--- config.mk ---
export PLATFORM = sky130hd
export DESIGN_NAME = irq_ctrl
export DESIGN_NICKNAME = d
export VERILOG_FILES = /design/src/rtl/irq_ctrl_pkg.sv /design/src/rtl/irq_sync_edge.sv /design/src/rtl/irq_ctrl.sv
export SDC_FILE = /design/constraint.sdc
export NUM_CORES = 1
export LEC_CHECK = 0
export ABC_AREA = 1
export CORE_UTILIZATION = 30
export CTS_CLUSTER_DIAMETER = 80
export DETAILED_ROUTE_END_ITERATION = 6
export GPL_TIMING_DRIVEN = 0
export PLACE_DENSITY_LB_ADDON = 0.25
export SYNTH_ARGS = -nofsm -noshare
export SYNTH_HDL_FRONTEND = slang
export SYNTH_SLANG_ARGS = --single-unit
--- constraint.sdc ---
create_clock -name clk -period 1.9 [get_ports clk]
set_clock_uncertainty 0.15 [all_clocks]
set_input_delay 0.475 -clock clk [delete_from_list [all_inputs] [get_ports clk]]
set_output_delay 0.475 -clock clk [all_outputs]
set_load 0.02 [all_outputs]
--- src/rtl/irq_ctrl_pkg.sv ---
// Shared types and constants for the interrupt controller.
// Source indices double as bit positions in the pending/overflow vectors.
package irq_ctrl_pkg;

    typedef enum logic [1:0] {
        IDLE    = 2'd0,
        GRANT   = 2'd1,
        SERVICE = 2'd2,
        GAP     = 2'd3
    } state_t;

    localparam logic SRC_KEY = 1'b0;
    localparam logic SRC_ETH = 1'b1;
    localparam int   NUM_SRC = 2;

endpackage

--- src/rtl/irq_sync_edge.sv ---
// Multi-flop synchroniser for one asynchronous request line followed by a
// rising-edge detector that yields a single-cycle pulse.
module irq_sync_edge #(
    parameter int SYNC_STAGES = 2
) (
    input  logic clk,
    input  logic rst_n,
    input  logic async_in,
    output logic rise
);

    logic [SYNC_STAGES-1:0] sync_reg;
    logic                   prev_reg;

    always_ff @(posedge clk or negedge rst_n) begin
        if (!rst_n) begin
            sync_reg <= '0;
            prev_reg <= 1'b0;
        end else begin
            sync_reg <= {sync_reg[SYNC_STAGES-2:0], async_in};
            prev_reg <= sync_reg[SYNC_STAGES-1];
        end
    end

    assign rise = sync_reg[SYNC_STAGES-1] & ~prev_reg;

endmodule

--- src/rtl/irq_ctrl.sv ---
// Two-source interrupt controller: pending/payload capture, arbitration, grant
// pulse and post-service quiet gap. Define IRQ_ROUND_ROBIN_EN for round-robin.
module irq_ctrl
    import irq_ctrl_pkg::*;
#(
    parameter int SYNC_STAGES = 2,
    parameter int GAP_CYCLES  = 2,
    parameter int DATA_W      = 32
) (
    input  logic              clk,
    input  logic              rst_n,
    input  logic              irq_key_async,
    input  logic              irq_eth_async,
    input  logic [DATA_W-1:0] key_data,
    input  logic [DATA_W-1:0] eth_data,
    input  logic              rti,
    input  logic              rsi,
    output logic              interrupt,
    output logic [DATA_W-1:0] interrupt_source_data,
    output logic              src_id,
    output logic [1:0]        pending,
    output logic [1:0]        overflow,
    input  logic              overflow_clr
);

    localparam int GAP_W = $clog2(GAP_CYCLES + 1);

    logic [NUM_SRC-1:0] req_async;
    logic [NUM_SRC-1:0] rise;
    logic [DATA_W-1:0]  src_data [NUM_SRC];

    logic [NUM_SRC-1:0] pending_reg,  pending_next;
    logic [NUM_SRC-1:0] overflow_reg, overflow_next;
    logic [NUM_SRC-1:0] capture;
    logic [NUM_SRC-1:0] grant_clr;
    logic [DATA_W-1:0]  buf_reg [NUM_SRC];

    state_t             state_reg, state_next;
    logic [GAP_W-1:0]   gap_reg, gap_next;
    logic               irq_reg, irq_next;
    logic [DATA_W-1:0]  data_reg, data_next;
    logic               src_reg, src_next;
    logic               winner;
    logic               grant;

    assign req_async          = {irq_eth_async, irq_key_async};
    assign src_data[SRC_KEY]  = key_data;
    assign src_data[SRC_ETH]  = eth_data;

    // A new edge always wins over a same-cycle grant clear, and a clear
    // makes room for the new payload instead of counting as an overflow.
    generate
        for (genvar gi = 0; gi < NUM_SRC; gi++) begin : g_src
            irq_sync_edge #(
                .SYNC_STAGES(SYNC_STAGES)
            ) u_sync (
                .clk     (clk),
                .rst_n   (rst_n),
                .async_in(req_async[gi]),
                .rise    (rise[gi])
            );

            assign capture[gi]       = rise[gi] & (~pending_reg[gi] | grant_clr[gi]);
            assign pending_next[gi]  = (pending_reg[gi] & ~grant_clr[gi]) | rise[gi];
            assign overflow_next[gi] = (overflow_reg[gi] & ~overflow_clr)
                                     | (rise[gi] & pending_reg[gi] & ~grant_clr[gi]);
        end
    endgenerate

    always_ff @(posedge clk or negedge rst_n) begin
        if (!rst_n) begin
            pending_reg  <= '0;
            overflow_reg <= '0;
            for (int i = 0; i < NUM_SRC; i++) begin
                buf_reg[i] <= '0;
            end
        end else begin
            pending_reg  <= pending_next;
            overflow_reg <= overflow_next;
            for (int i = 0; i < NUM_SRC; i++) begin
                if (capture[i]) begin
                    buf_reg[i] <= src_data[i];
                end
            end
        end
    end

`ifdef IRQ_ROUND_ROBIN_EN
    logic last_grant_reg;

    always_ff @(posedge clk or negedge rst_n) begin
        if (!rst_n) begin
            last_grant_reg <= SRC_KEY;
        end else if (grant) begin
            last_grant_reg <= winner;
        end
    end

    always_comb begin
        if (pending_reg[SRC_KEY] && pending_reg[SRC_ETH]) begin
            winner = ~last_grant_reg;
        end else begin
            winner = pending_reg[SRC_ETH] ? SRC_ETH : SRC_KEY;
        end
    end
`else
    assign winner = pending_reg[SRC_ETH] ? SRC_ETH : SRC_KEY;
`endif

    always_ff @(posedge clk or negedge rst_n) begin
        if (!rst_n) begin
            state_reg <= IDLE;
            gap_reg   <= '0;
            irq_reg   <= 1'b0;
            data_reg  <= '0;
            src_reg   <= 1'b0;
        end else begin
            state_reg <= state_next;
            gap_reg   <= gap_next;
            irq_reg   <= irq_next;
            data_reg  <= data_next;
            src_reg   <= src_next;
        end
    end

    always_comb begin
        state_next = state_reg;
        gap_next   = gap_reg;
        irq_next   = 1'b0;
        data_next  = data_reg;
        src_next   = src_reg;
        grant_clr  = '0;
        grant      = 1'b0;
        case (state_reg)
            IDLE: begin
                if (|pending_reg) begin
                    state_next        = GRANT;
                    irq_next          = 1'b1;
                    data_next         = buf_reg[winner];
                    src_next          = winner;
                    grant_clr[winner] = 1'b1;
                    grant             = 1'b1;
                end
            end
            GRANT: begin
                state_next = SERVICE;
            end
            SERVICE: begin
                if (rti || rsi) begin
                    state_next = GAP;
                    gap_next   = GAP_W'(GAP_CYCLES);
                end
            end
            GAP: begin
                // The cycle in which the count reaches zero is the last gap cycle.
                if (gap_reg <= GAP_W'(1)) begin
                    gap_next   = '0;
                    state_next = IDLE;
                end else begin
                    gap_next = gap_reg - 1'b1;
                end
            end
            default: begin
                state_next = IDLE;
            end
        endcase
    end

    assign interrupt             = irq_reg;
    assign interrupt_source_data = data_reg;
    assign src_id                = src_reg;
    assign pending               = pending_reg;
    assign overflow              = overflow_reg;

endmodule

* Word-level counts from Yosys, hierarchy flattened
Index checks and enable logic that the tools add are counted.
** Word-level totals
- Bits in registers :: 112
- Latch bits :: 0
- Memory bits (writable) :: 0
- ROM bits :: 0
- Input port bits :: 71
- Output and inout port bits :: 38
- Logic and storage cells :: 75
- Memories kept :: 0
** Cells by class
- Add/sub/neg operators :: 1
- Multiply operators :: 0
- Div/mod/pow operators :: 0
- $lt $le $gt $ge :: 4
- Equality and inequality tests :: 6
- Shift-type cells :: 0
- Mux-type cells :: 17
- Bitwise operators :: 26
- Reductions and logical operators :: 8
** Operators by type and width (count)
- $mux W32 :: 3
- $mux W2 :: 7
- $and A1 B1 Y1 :: 12
- $pmux W2 S4 :: 1
- $not A1 Y1 :: 7
- $ne A2 B2 Y1 const B :: 3
- $or A1 B1 Y1 :: 6
- $eq A2 B2 Y1 const B :: 2
- $mux W1 :: 4
- $pmux W2 S2 :: 1
- $reduce_and A2 Y1 :: 2
- $reduce_and A3 Y1 :: 1
- $eq A2 B1 Y1 const B :: 1
- $ge A2 B2 Y1 const B :: 1
- $le A2 B1 Y1 const B :: 1
- $logic_not A2 Y1 :: 1
- $lt A1 B2 Y1 const B :: 1
- $not A1 Y2 :: 1
- $reduce_bool A2 Y1 :: 1
- $reduce_or A2 Y1 :: 1
- $sub A2 B1 Y2 const B :: 1
- $demux W1 S1 :: 1
- $ge A1 B1 Y1 const B :: 1
- $logic_and A1 B1 Y1 :: 1
- $logic_or A1 B1 Y1 :: 1

* Logic depth before layout (Yosys ltp)
Gate-level depths: netlist of the first run.
- Depth after elaboration :: 10
- Mapped depth :: 9
- Depth with buffers taken out :: 8

* By module
A second synthesis of the first run with hierarchy kept.
** Unflattened totals
- Cells, all modules :: 516
- Area total of the unflattened synthesis :: 4848.4 um^2
** Modules (own cells, without submodules)
- irq_ctrl :: instances 1, cells each 506, area each 4678.2 um^2, seq. area each 2652.5 um^2
- irq_sync_edge :: instances 2, cells each 5, area each 85.1 um^2, seq. area each 75.1 um^2

* Worst setup path before layout of the first run
Ideal clock, no wire load.
- Path kind :: reg-to-reg
- From :: reg state_reg[0]
- To :: reg buf_reg[54] (netlist bit)
- Setup time :: 116 ps
- Data arrival time :: 1268 ps
- Data required time :: 1634 ps
- Slack :: 366 ps
- Stages on the path, launching flop included :: 9
- Buffers on the path :: 1
- Period minus slack after synthesis :: 1534 ps
- Path through :: dfrtp_1 inv_1 ha_1 inv_2 o21ai_1 nand2_1 buf_2 nand2_1 nand2_1
** On the way
- Longest elaborated chain between the ends :: 4
** RTL lines
- from (decl) :: line irq_ctrl.sv:38 : state_t state_reg, state_next;
- from (signal assigned) :: line irq_ctrl.sv:118 : state_reg <= state_next;
- $logic_not A2 Y1 :: line irq_ctrl.sv:134 : case (state_reg)
- $mux W2 :: line irq_ctrl.sv:134
- $or A1 B1 Y1 :: line irq_ctrl.sv:63 : assign capture[gi] = rise[gi] & (~pending_reg[gi] | grant_clr[gi]);
- $and A1 B1 Y1 :: line irq_ctrl.sv:63
- to (signal, indexed assignment) :: line irq_ctrl.sv:82 : buf_reg[i] <= src_data[i];
- to (decl) :: line irq_ctrl.sv:36 : logic [DATA_W-1:0] buf_reg [NUM_SRC];
No other way between the ends.
A chain may end at the register's enable or synchronous reset.

* Worst setup path in the final report of the first run
- From :: reg pending_reg[1], in the netlist pending[1]
- To :: out pending[1]
** RTL lines
- from (decl) :: line irq_ctrl.sv:32 : logic [NUM_SRC-1:0] pending_reg, pending_next;
- from (signal assigned) :: line irq_ctrl.sv:78 : pending_reg <= pending_next;
- to (decl) :: line irq_ctrl.sv:21 : output logic [1:0] pending,
No word-level cell between the ends.

==> impl_metrics.sql, run 1 <==
INSERT INTO impl_metrics (metric_group, metric, value, unit) VALUES
('clock_network', 'clk_root_buffer_cell', 'sky130_fd_sc_hd__clkbuf_16', ''),
('finish', 'regArea', '0.00280', 'mm²'),
('worst_setup_path', 'cp_data_arrival_time', '1.21', 'ns'),
('worst_setup_path', 'crit_path_largest_cell_delay', '0.43', 'ns'),
('finish', 'nets', '708', ''),
('die', 'start_util', '31.1', '%'),
('finish', 'filler_cell_count', '1512', ''),
('timing', 'timing.setup.tns', '0', 'ns'),
('grt', 'grt_overflow_total', '0', ''),
('timing', 'final_min_period_over_clock_period', '96.5', '%'),
('die', 'num_rows', '44', ''),
('route', 'number_of_remaining_drc_errors', '10', ''),
('run_status', 'status', 'finished, violations left', ''),
('place', 'dpl.cell_count', '806', ''),
('synth', 'yosys.area.top_type_share', '61.6', '%'),
('synth', 'post_synthesis_cell_area', '0.00455', 'mm²'),
('place', 'gp_congestion', '0.768', ''),
('finish', 'diodes', '0', ''),
('clock_network', 'cts_hold_repair.buffers', '0', ''),
('synth', 'synth_enable_flop_cells', '0', ''),
('finish', 'largest_reg_flops', '64', ''),
('clock_network', 'clkTransAtPathRegs', '0.07', 'ns'),
('clock_network', 'tritoncts.num_buffers', '9', ''),
('timing', 'slew_headroom', '53.0', '%'),
('route', 'first_iter_violations', '231', ''),
('synth', 'ys.warnings.count', '0', ''),
('route', 'wl_per_cell', '13.7', 'µm'),
('synth', 'post_synth_num_cell_types', '20', ''),
('worst_setup_path', 'startpoint_type', 'flop', ''),
('run_status', 'violations_in_the_final_reports', 'design-rule violations', ''),
('worst_setup_path', 'crit_required', '1.27', 'ns'),
('synth', 'postSynthCellCount', '513', ''),
('synth', 'yosysTopAreaCell', 'sky130_fd_sc_hd__dfrtp_1', ''),
('route', 'route.antenna.remaining_nets', '0', ''),
('worst_setup_path', 'timing.critical_path.to_type', 'primary output', ''),
('worst_setup_path', 'timing_worst_setup_path_type', 'flop to primary output', ''),
('finish', 'fin_cells', '823', ''),
('route', 'drt_wl_total', '11300', 'µm'),
('place', 'number_of_input_and_output_port_buffers_inserted', '108', ''),
('route', 'via_count', '3708', ''),
('synth', 'synthMostInstantiatedCell', 'sky130_fd_sc_hd__nand2_1', ''),
('grt', 'global_route.usage.total', '15.1', '%'),
('timing', 'final.hold.worst_slack', '0.0333', 'ns'),
('synth', 'postSynth.topFlopCell', 'sky130_fd_sc_hd__dfrtp_1', ''),
('worst_hold_path', 'hp-class', 'primary input to asynchronous set/reset pin', ''),
('route', 'post_drt_via_cell_ratio', '4.51', ''),
('synth', 'yosys-top-cells-count', 'sky130_fd_sc_hd__nand2_1 (147), sky130_fd_sc_hd__dfrtp_1 (112), sky130_fd_sc_hd__nor2_1 (70), sky130_fd_sc_hd__a21oi_1 (64), sky130_fd_sc_hd__inv_1 (43)', ''),
('route', 'drtPass1Iterations', '7', ''),
('pwr', 'vdd_ir_drop_max', '648', 'µV'),
('timing', 'timing.final.max_slew_violations', '0', ''),
('die', 'die-height', '125', 'µm'),
('die', 'fp.dieW', '125', 'µm'),
('synth', 'yosys_register_bits', '112', ''),
('clock_network', 'cts_tree', 'done', ''),
('die', 'die_area', '0.0157', 'mm²'),
('timing', 'hold_vio_cnt_final', '0', ''),
('timing', 'time_the_worst_path_needs_with_i_o_delays_and_setup', '1.83', 'ns'),
('finish', 'proportion_of_layout_cells_with_a_drive_suffix_above_1', '7.82', '%'),
('job', 'max_cap_viol_count', '0', ''),
('grt', 'grt_antenna_before_repair', '0', ''),
('place', 'dp_hpwl', '8190', 'µm'),
('clock_network', 'clock_insertion_delay_worst_skew', '0.34', 'ns'),
('grt', 'grt_pass1_wl', '18500', 'µm'),
('worst_setup_path', 'timing.critical_path.max_delay_family', 'buffers and inverters', ''),
('timing', 'timing.fmax', '545', 'MHz'),
('pwr', 'powerDensity', '1640', 'mW/mm²'),
('timing', 'worst-slew-pin-transition', '0.706', 'ns'),
('synth', 'mappedNetlistNets', '587', ''),
('clock_network', 'cts.sink_count', '112', ''),
('worst_setup_path', 'timing.critical_path.buf_inv', '2', ''),
('clock_network', 'clock_tree.htree_level_count', '3', '');
final timing paths:
check,start,end,slack (ns),depth (start not counted)
min reg2reg,g_src[0].u_sync.sync_reg[0]$_DFF_PN0_,g_src[0].u_sync.sync_reg[1]$_DFF_PN0_,0.20,0
max in group asynchronous,rst_n,interrupt_source_data[23]$_DFFE_PN0P_,0.85,2
max reg2reg,state_reg[0]$_DFFE_PN0P_,interrupt_source_data[16]$_DFFE_PN0P_,0.15,7
max,pending[1]$_DFF_PN0_,pending[1],0.07,2
min,rst_n,g_src[1].u_sync.sync_reg[0]$_DFF_PN0_,0.03,1
min in group clk,g_src[0].u_sync.sync_reg[0]$_DFF_PN0_,g_src[0].u_sync.sync_reg[1]$_DFF_PN0_,0.20,0
layout by cell type, fill, tap and decap left out, drive strengths merged:
master,synthesis,final
nand2,149,149
dfrtp,112,112
nor2,71,71
clkdlybuf4s50,0,69
a21oi,64,64
inv,44,45
dlygate4sd2,0,38
o21ai,36,36
buf,24,23
clkbuf,3,17
ha,3,3
o22ai,2,2
nand3,2,2
nand4,2,2
bufinv,0,2
clkinv,0,2
nand3b,1,1
clkinvlp,0,1
report_power, final:
group          internal (µW)  leakage (µW)  total, µW  switching, µW
Sequential              3490       0.00128       4000            508
Combinational           1560       0.00154       4110           2550
Clock                   1200      0.000159       2040            841
Total                   6250       0.00297      10100           3900
layer usage:
layer | routed length (µm) | share of wire (%) | global-route usage [%] | vias to the layer above
met2 | 5420 | 48 | 24.8 | 92
li1 | - | - | - | 1841
met3 | 625 | 5.5 | 2.65 | 8
met5 | 0 | 0 | 0 | -
met1 | 5100 | 45 | 20.1 | 1767
met4 | 135 | 1.2 | 5.52 | 0
layout make-up:
type,count,area share (%)
Clock inverter,6,1.45
Multi-Input combinational cell,330,23.1
Clock buffer,10,3.86
Tap cell,184,3.71
Inverter,44,2.67
Sequential cell,112,45.2
Timing Repair Buffer,110,17.2
Buffer,27,2.79
worst register-to-register path, stage by stage (launching register included):
cell and delay (ns):
sky130_fd_sc_hd__dfrtp_1 0.40, sky130_fd_sc_hd__inv_1 0.09, sky130_fd_sc_hd__ha_1 0.20, sky130_fd_sc_hd__inv_2 0.08
sky130_fd_sc_hd__nor2_1 0.15, sky130_fd_sc_hd__buf_4 0.19, sky130_fd_sc_hd__buf_2 0.25, sky130_fd_sc_hd__a21oi_1 0.11
kinds of logic (layout without fill, tap and decap cells):
kind of cell             after synthesis  after routing  share of synthesized area (%)
AND/OR/NAND/NOR                      225            225                           19.1
flip-flops                           112            112                           61.6
adder cells (fa/ha/maj)                3              3                          0.825
AO/OA/AOI/OAI                        102            102                           11.3
buffers and inverters                 71            197                           7.21
metrics by stage:
| step | total power [µW] | instance area, µm² | setup WS (ns) |
|---|---|---|---|
| 2_1_floorplan | 6640 | 4550 | 0.366 |
| 3_3_place_gp | 8300 | 5860 | -4.02 |
| 5_1_grt | 11000 | 6200 | 0.00200 |
| 6_report | 10100 | 6200 | 0.0658 |
| 4_1_cts | 10300 | 6170 | 0.00472 |
| 3_5_place_dp | 8450 | 5890 | 0.0526 |
repair_timing:
item	CTS	global route
setup endpoints to repair	38	36
setup buffers	0	1
gates resized for setup	39	7
(Power assumes the default switching activity.)
==> run 2, diff against run 1 <==
CORE_UTILIZATION = 49   (was 30)
HOLD_SLACK_MARGIN = 0.05   (was not set)
==> run 2 against run 1 <==
  * The run still ends with design-rule violations left
  * Sequential power is essentially flat
  * Sequential cell count is the same
  * Utilization grew 25 points
  * Total power shrank 5.6%
  * Worst hold slack gained 0.18 ns
  * Critical path depth grew 6
  * Combinational power is essentially flat
  * Global-route usage grew 9.0 points
  * First-iteration DRC count shrank 25%
==> impl_metrics.sql, run 2 (synthesis gave the netlist of run 1 again) <==
INSERT INTO impl_metrics (metric_group, metric, value, unit) VALUES
('run_status', 'status', 'finished, violations left', ''),
('run_status', 'violations_in_the_final_reports', 'design-rule violations', ''),
('worst_hold_path', 'worstHoldEndpoint', 'g_src[1].u_sync.sync_reg[1]$_DFF_PN0_', ''),
('timing', 'worst-slew-pin-transition', '0.719', 'ns'),
('die', 'io_pins', '109', ''),
('worst_setup_path', 'cp_common_cell', 'sky130_fd_sc_hd__nand2_1', ''),
('finish', 'area_overhead_of_the_layout_relative_to_synthesis', '31.5', '%'),
('grt', 'grt_antenna_before_repair', '0', ''),
('grt', 'number_of_global_route_vias_before_repair', '3870', ''),
('finish', 'filler_cell_count', '772', ''),
('route', 'via_count', '3825', ''),
('worst_setup_path', 'crit_required', '2.02', 'ns'),
('finish', 'diodes', '0', ''),
('place', 'number_of_input_and_output_port_buffers_inserted', '108', ''),
('worst_setup_path', 'worst_path_max_delay_cell', 'sky130_fd_sc_hd__dfrtp_1', ''),
('timing', 'final_min_period_over_clock_period', '93.8', '%'),
('clock_network', 'clkTransAtPathRegs', '0.10', 'ns'),
('clock_network', 'clk_root_buffer_cell', 'sky130_fd_sc_hd__clkbuf_8', ''),
('worst_setup_path', 'startpoint_type', 'flop', ''),
('clock_network', 'clock_tree.htree_level_count', '3', ''),
('timing', 'final.hold.worst_slack', '0.209', 'ns'),
('timing', 'timing.fmax', '561', 'MHz'),
('worst_setup_path', 'ff2ff_setup_slack', '0.12', 'ns'),
('die', 'die-height', '98.4', 'µm'),
('timing', 'hold_vio_cnt_final', '0', ''),
('route', 'number_of_remaining_drc_errors', '7', ''),
('worst_setup_path', 'timing.critical_path.to_type', 'flop', ''),
('place', 'gp_congestion', '0.806', ''),
('worst_setup_path', 'peak_fanout_along_the_critical_path', '10', ''),
('die', 'fp.coreArea', '0.00885', 'mm²'),
('route', 'drtPass1Iterations', '7', ''),
('timing', 'slew_headroom', '52.0', '%'),
('die', 'die_area', '0.00967', 'mm²'),
('timing', 'final-setup-viol-count', '0', ''),
('route', 'first_iter_violations', '174', ''),
('place', 'dp_hpwl', '7570', 'µm'),
('timing', 'grt_setup_unrepaired', 'false', ''),
('route', 'route.antenna.remaining_nets', '0', ''),
('worst_setup_path', 'cp_data_arrival_time', '1.90', 'ns'),
('grt', 'grt_max_degree', '58', ''),
('pwr', 'p_leak', '0.00291', 'µW'),
('finish', 'nets', '708', ''),
('clock_network', 'tritoncts.num_buffers', '9', ''),
('timing', 'timing.final.max_slew_violations', '0', ''),
('grt', 'grt_pass1_wl', '18100', 'µm'),
('timing', 'timing.setup.tns', '0', 'ns'),
('route', 'post_drt_via_cell_ratio', '5.12', ''),
('worst_setup_path', 'crit_path_cell_trace', 'inv_1, ha_1, inv_2, o21ai_2, nand2_2, buf_2, nand2_1, nand2_1', ''),
('clock_network', 'cts.sink_count', '112', ''),
('route', 'wl_per_cell', '14.6', 'µm'),
('finish', 'largest_reg_flops', '64', ''),
('worst_setup_path', 'crit_path_largest_cell_delay', '0.41', 'ns'),
('worst_hold_path', 'min_from', 'g_src[1].u_sync.sync_reg[0]$_DFF_PN0_', ''),
('worst_hold_path', 'hp-class', 'flop to flop', ''),
('pwr', 'powerDensity', '1600', 'mW/mm²'),
('job', 'max_cap_viol_count', '0', ''),
('clock_network', 'cts_tree', 'done', ''),
('die', 'start_util', '51.4', '%'),
('die', 'num_rows', '34', ''),
('worst_setup_path', 'rr_worst_depth', '8', ''),
('grt', 'global_route.usage.total', '24.1', '%'),
('finish', 'final_common_cell', 'sky130_fd_sc_hd__nand2_1', ''),
('worst_setup_path', 'reg2reg_from', 'state_reg[0]$_DFFE_PN0P_', ''),
('worst_setup_path', 'timing_worst_setup_path_type', 'flop to flop', ''),
('grt', 'grt_overflow_total', '0', ''),
('worst_setup_path', 'reg2reg_to', 'buf_reg[54]$_DFFE_PN0P_', ''),
('clock_network', 'clock_insertion_delay_worst_skew', '0.37', 'ns'),
('timing', 'time_the_worst_path_needs_with_i_o_delays_and_setup', '1.78', 'ns'),
('finish', 'proportion_of_layout_cells_with_a_drive_suffix_above_1', '7.82', '%'),
('die', 'fp.dieW', '98.4', 'µm'),
('pwr', 'vdd_ir_drop_max', '635', 'µV'),
('worst_hold_path', 'holdPathStages', '0', ''),
('clock_network', 'cts-root-to-sink-buffers', '2', ''),
('route', 'drt_wl_total', '10900', 'µm'),
('finish', 'layout.cells.most_common_list', 'sky130_fd_sc_hd__nand2_1 (146), sky130_fd_sc_hd__dfrtp_1 (111), sky130_fd_sc_hd__nor2_1 (70)', '');
## run 2: worst max-delay path, delay by kind of cell (launching register included)
family | cells | cell delay (ns)
adder cells (fa/ha/maj) | 1 | 0.22
AND/OR/NAND/NOR | 3 | 0.27
flip-flops | 1 | 0.41
buffers and inverters | 3 | 0.42
AO/OA/AOI/OAI | 1 | 0.20
## run 2: cell type report
| class | instances | area [µm²] | area share, % |
|---|---|---|---|
| multi-input combinational | 330 | 1430 | 23.9 |
| timing repair buffer | 110 | 1070 | 17.8 |
| buffer | 27 | 175 | 2.93 |
| clock inverter | 6 | 67.6 | 1.13 |
| sequential | 112 | 2800 | 46.9 |
| clock buffer | 10 | 138 | 2.30 |
| inverter | 44 | 165 | 2.76 |
| tap | 108 | 135 | 2.26 |
## run 2: power breakdown
group          total [µW]  switching [µW]  internal [µW]
registers            4010             529           3480
clock network        1460             814            651
logic                4100            2540           1560
total                9580            3890           5690
## run 2: metal layers
metal | vias to the layer above | routed length [µm] | global-route usage (%)
li1 | 1835 | - | -
met1 | 1857 | 4770 | 31.2
met2 | 118 | 5340 | 40.8
met3 | 15 | 616 | 4.72
met4 | 0 | 159 | 8.50
met5 | - | 0 | 0
## run 2: worst max-delay path by stage
stage / to / startpoint / depth (start not counted)
after floorplan: buf_reg[54]$_DFFE_PN0P_ / state_reg[0]$_DFFE_PN0P_ / 8
after global placement: buf_reg[5]$_DFFE_PN0P_ / rst_n / 1
after detailed placement: buf_reg[58]$_DFFE_PN0P_ / state_reg[0]$_DFFE_PN0P_ / 8
after CTS: buf_reg[58]$_DFFE_PN0P_ / state_reg[0]$_DFFE_PN0P_ / 8
after global routing: interrupt_source_data[6]$_DFFE_PN0P_ / state_reg[0]$_DFFE_PN0P_ / 7
final: buf_reg[54]$_DFFE_PN0P_ / state_reg[0]$_DFFE_PN0P_ / 8
## run 2: repair_timing
item | 4_1_cts | 5_1_grt
hold buffers | 1 | 0
setup endpoints to repair | 38 | 36
resized for setup | 40 | 9
buffers inserted | 0 | 0
gates cloned | 0 | 0
endpoints found under the hold margin | 55 | 0
## run 2: per-stage QoR
| stage | instances | utilization (%) | setup slack (ns) | instance area (µm²) | power [µW] |
|---|---|---|---|---|---|
| 2_1_floorplan | 513 | - | 0.366 | 4550 | 6640 |
| 3_3_place_gp | 729 | 65.2 | -3.88 | 5770 | 8160 |
| 3_5_place_dp | 730 | 65.4 | 0.0546 | 5790 | 8400 |
| 4_1_cts | 747 | 67.3 | 0.0361 | 5960 | 9590 |
| 5_1_grt | 747 | 67.6 | 0.0000522 | 5980 | 10300 |
| 6_report | 747 | 67.6 | 0.117 | 5980 | 9580 |
==> run 3, diff against run 2 <==
PLACE_DENSITY = 0.76   (was not set)
PLACE_DENSITY_LB_ADDON = not set   (was 0.25)
==> run 3 against run 2 <==
  * Register-to-register slack hardly changed
  * Critical path type unchanged
  * Critical path depth is 1 higher
  * Sequential share of layout area is 0.23 points higher
  * Via count is 2.4% lower
  * Highest routed layer unchanged
  * Critical endpoint is now buf_reg[32]$_DFFE_PN0P_
  * The flow still finishes with violations (design-rule violations)
  * Sequential power hardly changed
  * Worst setup slack better by 0.015 ns
==> impl_metrics.sql, run 3 (synthesis gave the netlist of run 1 again) <==
INSERT INTO impl_metrics (metric_group, metric, value, unit) VALUES
('run_status', 'status', 'finished, violations left', ''),
('run_status', 'violations_in_the_final_reports', 'design-rule violations', ''),
('finish', 'diodes', '0', ''),
('route', 'wl_per_cell', '14.3', 'µm'),
('pwr', 'pwr-share-seq', '42.7', '%'),
('timing', 'hold_vio_cnt_final', '0', ''),
('die', 'die-height', '98.4', 'µm'),
('grt', 'grt_antenna_before_repair', '0', ''),
('clock_network', 'clock_tree.htree_level_count', '3', ''),
('finish', 'nets', '708', ''),
('route', 'post_drt_via_cell_ratio', '5.00', ''),
('worst_hold_path', 'hp-class', 'flop to flop', ''),
('timing', 'timing.final.max_slew_violations', '0', ''),
('timing', 'final-setup-viol-count', '0', ''),
('finish', 'filler_cell_count', '772', ''),
('pwr', 'powerDensity', '1580', 'mW/mm²'),
('pwr', 'p_leak', '0.00289', 'µW'),
('timing', 'timing.fmax', '565', 'MHz'),
('worst_setup_path', 'worst_path_max_delay_cell', 'sky130_fd_sc_hd__dfrtp_1', ''),
('worst_setup_path', 'cp_data_arrival_time', '1.93', 'ns'),
('finish', 'final_common_cell', 'sky130_fd_sc_hd__nand2_1', ''),
('pwr', 'vdd_ir_drop_max', '740', 'µV'),
('finish', 'area_of_the_multi_input_gates', '0.00143', 'mm²'),
('place', 'number_of_input_and_output_port_buffers_inserted', '108', ''),
('grt', 'number_of_global_route_vias_before_repair', '3864', ''),
('worst_setup_path', 'timing.critical_path.to_type', 'flop', ''),
('die', 'num_rows', '34', ''),
('worst_setup_path', 'startpoint_type', 'flop', ''),
('timing', 'worst-slew-pin-transition', '0.639', 'ns'),
('timing', 'time_the_worst_path_needs_with_i_o_delays_and_setup', '1.77', 'ns'),
('clock_network', 'clkTransAtPathRegs', '0.10', 'ns'),
('place', 'place_ws', '0.0594', 'ns'),
('worst_setup_path', 'peak_fanout_along_the_critical_path', '10', ''),
('route', 'drt_wl_total', '10600', 'µm'),
('worst_setup_path', 'crit_path_largest_cell_delay', '0.41', 'ns'),
('finish', 'final_util', '67.3', '%'),
('die', 'fp.coreArea', '0.00885', 'mm²'),
('clock_network', 'tritoncts.num_buffers', '9', ''),
('place', 'gp_congestion', '0.775', ''),
('die', 'fp.dieW', '98.4', 'µm'),
('die', 'die_area', '0.00967', 'mm²'),
('clock_network', 'clock_insertion_delay_worst_skew', '0.37', 'ns'),
('route', 'via_count', '3733', ''),
('pwr', 'post-layout-total-power', '9400', 'µW'),
('finish', 'largest_reg_flops', '64', ''),
('finish', 'proportion_of_layout_cells_with_a_drive_suffix_above_1', '7.67', '%'),
('finish', 'area_overhead_of_the_layout_relative_to_synthesis', '30.9', '%'),
('grt', 'global_route.usage.total', '23.6', '%'),
('worst_setup_path', 'crit_path_cell_trace', 'inv_1, ha_1, inv_2, nor2_1, nor2_1, nor2_2, clkbuf_4, nand2_1, nand2_1', ''),
('clock_network', 'cts-root-to-sink-buffers', '2', ''),
('route', 'number_of_remaining_drc_errors', '8', ''),
('pwr', 'power.switching', '3830', 'µW'),
('job', 'max_cap_viol_count', '0', ''),
('clock_network', 'cts.sink_count', '112', ''),
('pwr', 'p_comb_share', '43.5', '%'),
('clock_network', 'clk_root_buffer_cell', 'sky130_fd_sc_hd__clkbuf_8', ''),
('timing', 'grt_setup_unrepaired', 'false', ''),
('finish', 'finish.instance_area', '0.00595', 'mm²'),
('grt', 'grt_pass1_wl', '17800', 'µm'),
('pwr', 'pwr-share-clk', '13.8', '%'),
('pwr', 'p_int', '5570', 'µW'),
('timing', 'final_worst_path_setup_slack', '0.131', 'ns'),
('pwr', 'netSwitchingFraction', '40.8', '%'),
('grt', 'grt_overflow_total', '0', ''),
('timing', 'slew_headroom', '57.4', '%'),
('die', 'io_pins', '109', ''),
('route', 'first_iter_violations', '170', ''),
('timing', 'final_min_period_over_clock_period', '93.1', '%'),
('worst_setup_path', 'timing_worst_setup_path_type', 'flop to flop', ''),
('die', 'start_util', '51.4', '%'),
('finish', 'layout.cells.most_common_list', 'sky130_fd_sc_hd__nand2_1 (146), sky130_fd_sc_hd__dfrtp_1 (111), sky130_fd_sc_hd__nor2_1 (69), sky130_fd_sc_hd__clkdlybuf4s50_1 (69), sky130_fd_sc_hd__a21oi_1 (64)', ''),
('route', 'drtPass1Iterations', '6', ''),
('worst_setup_path', 'crit_required', '2.06', 'ns'),
('route', 'route.antenna.remaining_nets', '0', ''),
('place', 'dpl-instance-area', '0.00579', 'mm²'),
('clock_network', 'cts_tree', 'done', ''),
('place', 'dp_hpwl', '7490', 'µm'),
('finish', 'regArea', '0.00280', 'mm²'),
('grt', 'grt_max_degree', '64', '');
run 3: cell count changes in the layout (fill, tap and decap cells not counted), sizes merged:
cell	previous run	this run
buf	23	24
bufinv	1	0
clkbuf	17	18
clkinv	2	0
clkinvlp	2	4
inv	45	44
run 3: worst paths after layout:
kind                                                             from                               endpoint  slack, ns  depth (start not counted)
worst max-delay path                         state_reg[0]$_DFFE_PN0P_                buf_reg[32]$_DFFE_PN0P_       0.13                          9
worst min-delay path            g_src[0].u_sync.sync_reg[0]$_DFF_PN0_  g_src[0].u_sync.sync_reg[1]$_DFF_PN0_       0.21                          0
worst max register to register               state_reg[0]$_DFFE_PN0P_                buf_reg[32]$_DFFE_PN0P_       0.13                          9
worst min register to register  g_src[0].u_sync.sync_reg[0]$_DFF_PN0_  g_src[0].u_sync.sync_reg[1]$_DFF_PN0_       0.21                          0
max in group asynchronous                                       rst_n                   pending[1]$_DFF_PN0_       0.38                          3
min in group asynchronous                                       rst_n                 gap_reg[0]$_DFFE_PN0P_       0.50                          2
run 3: worst max-delay path: cells and delay by family, from the launching register on:
family / cells / cell delay, ns
flops: 1 / 0.41
buf+inv: 3 / 0.44
simple gates: 5 / 0.52
fa+ha+maj: 1 / 0.20
run 3: cell type report:
class | instances | share of cell area [%]
repair buffers | 110 | 17.9
well taps | 108 | 2.27
plain buffers | 27 | 3.01
clock buffers | 12 | 2.44
inverters | 44 | 2.77
clock inverters | 4 | 0.504
multi-input cells | 330 | 24.0
flip-flops and latches | 112 | 47.1
run 3: repair_timing:
item / 4_1_cts / 5_1_grt
endpoints found under the setup margin: 38 / 48
hold buffers: 1 / 0
endpoints found under the hold margin: 49 / 0
resized for setup: 40 / 11
setup buffers: 0 / 0
run 3: power groups by stage:
stage / combinational (µW) / clock [µW] / sequential (µW)
floorplan: 2280 / 0 / 4370
finish: 4090 / 1300 / 4010
global placement: 4140 / 0 / 4030
detailed placement: 4300 / 0 / 4060
CTS: 4070 / 1310 / 4010
global route: 4560 / 1420 / 4150
run 3: metal layers:
metal	vias up	part of all wire [%]	routed length, µm	track usage, %
met3	19	4.2	452	3.22
met4	0	2.0	214	9.18
met5	-	0	0	0
met2	95	48	5160	39.1
li1	1843	-	-	-
met1	1776	45	4820	31.9
run 3: metrics by stage:
stage | cells | hold WS, ns | TNS (ns)
2_1_floorplan | 513 | 0.0294 | 0
3_3_place_gp | 729 | 0.182 | -433.88
3_5_place_dp | 730 | 0.190 | 0
4_1_cts | 747 | 0.214 | 0
5_1_grt | 747 | 0.231 | 0
6_report | 747 | 0.209 | 0
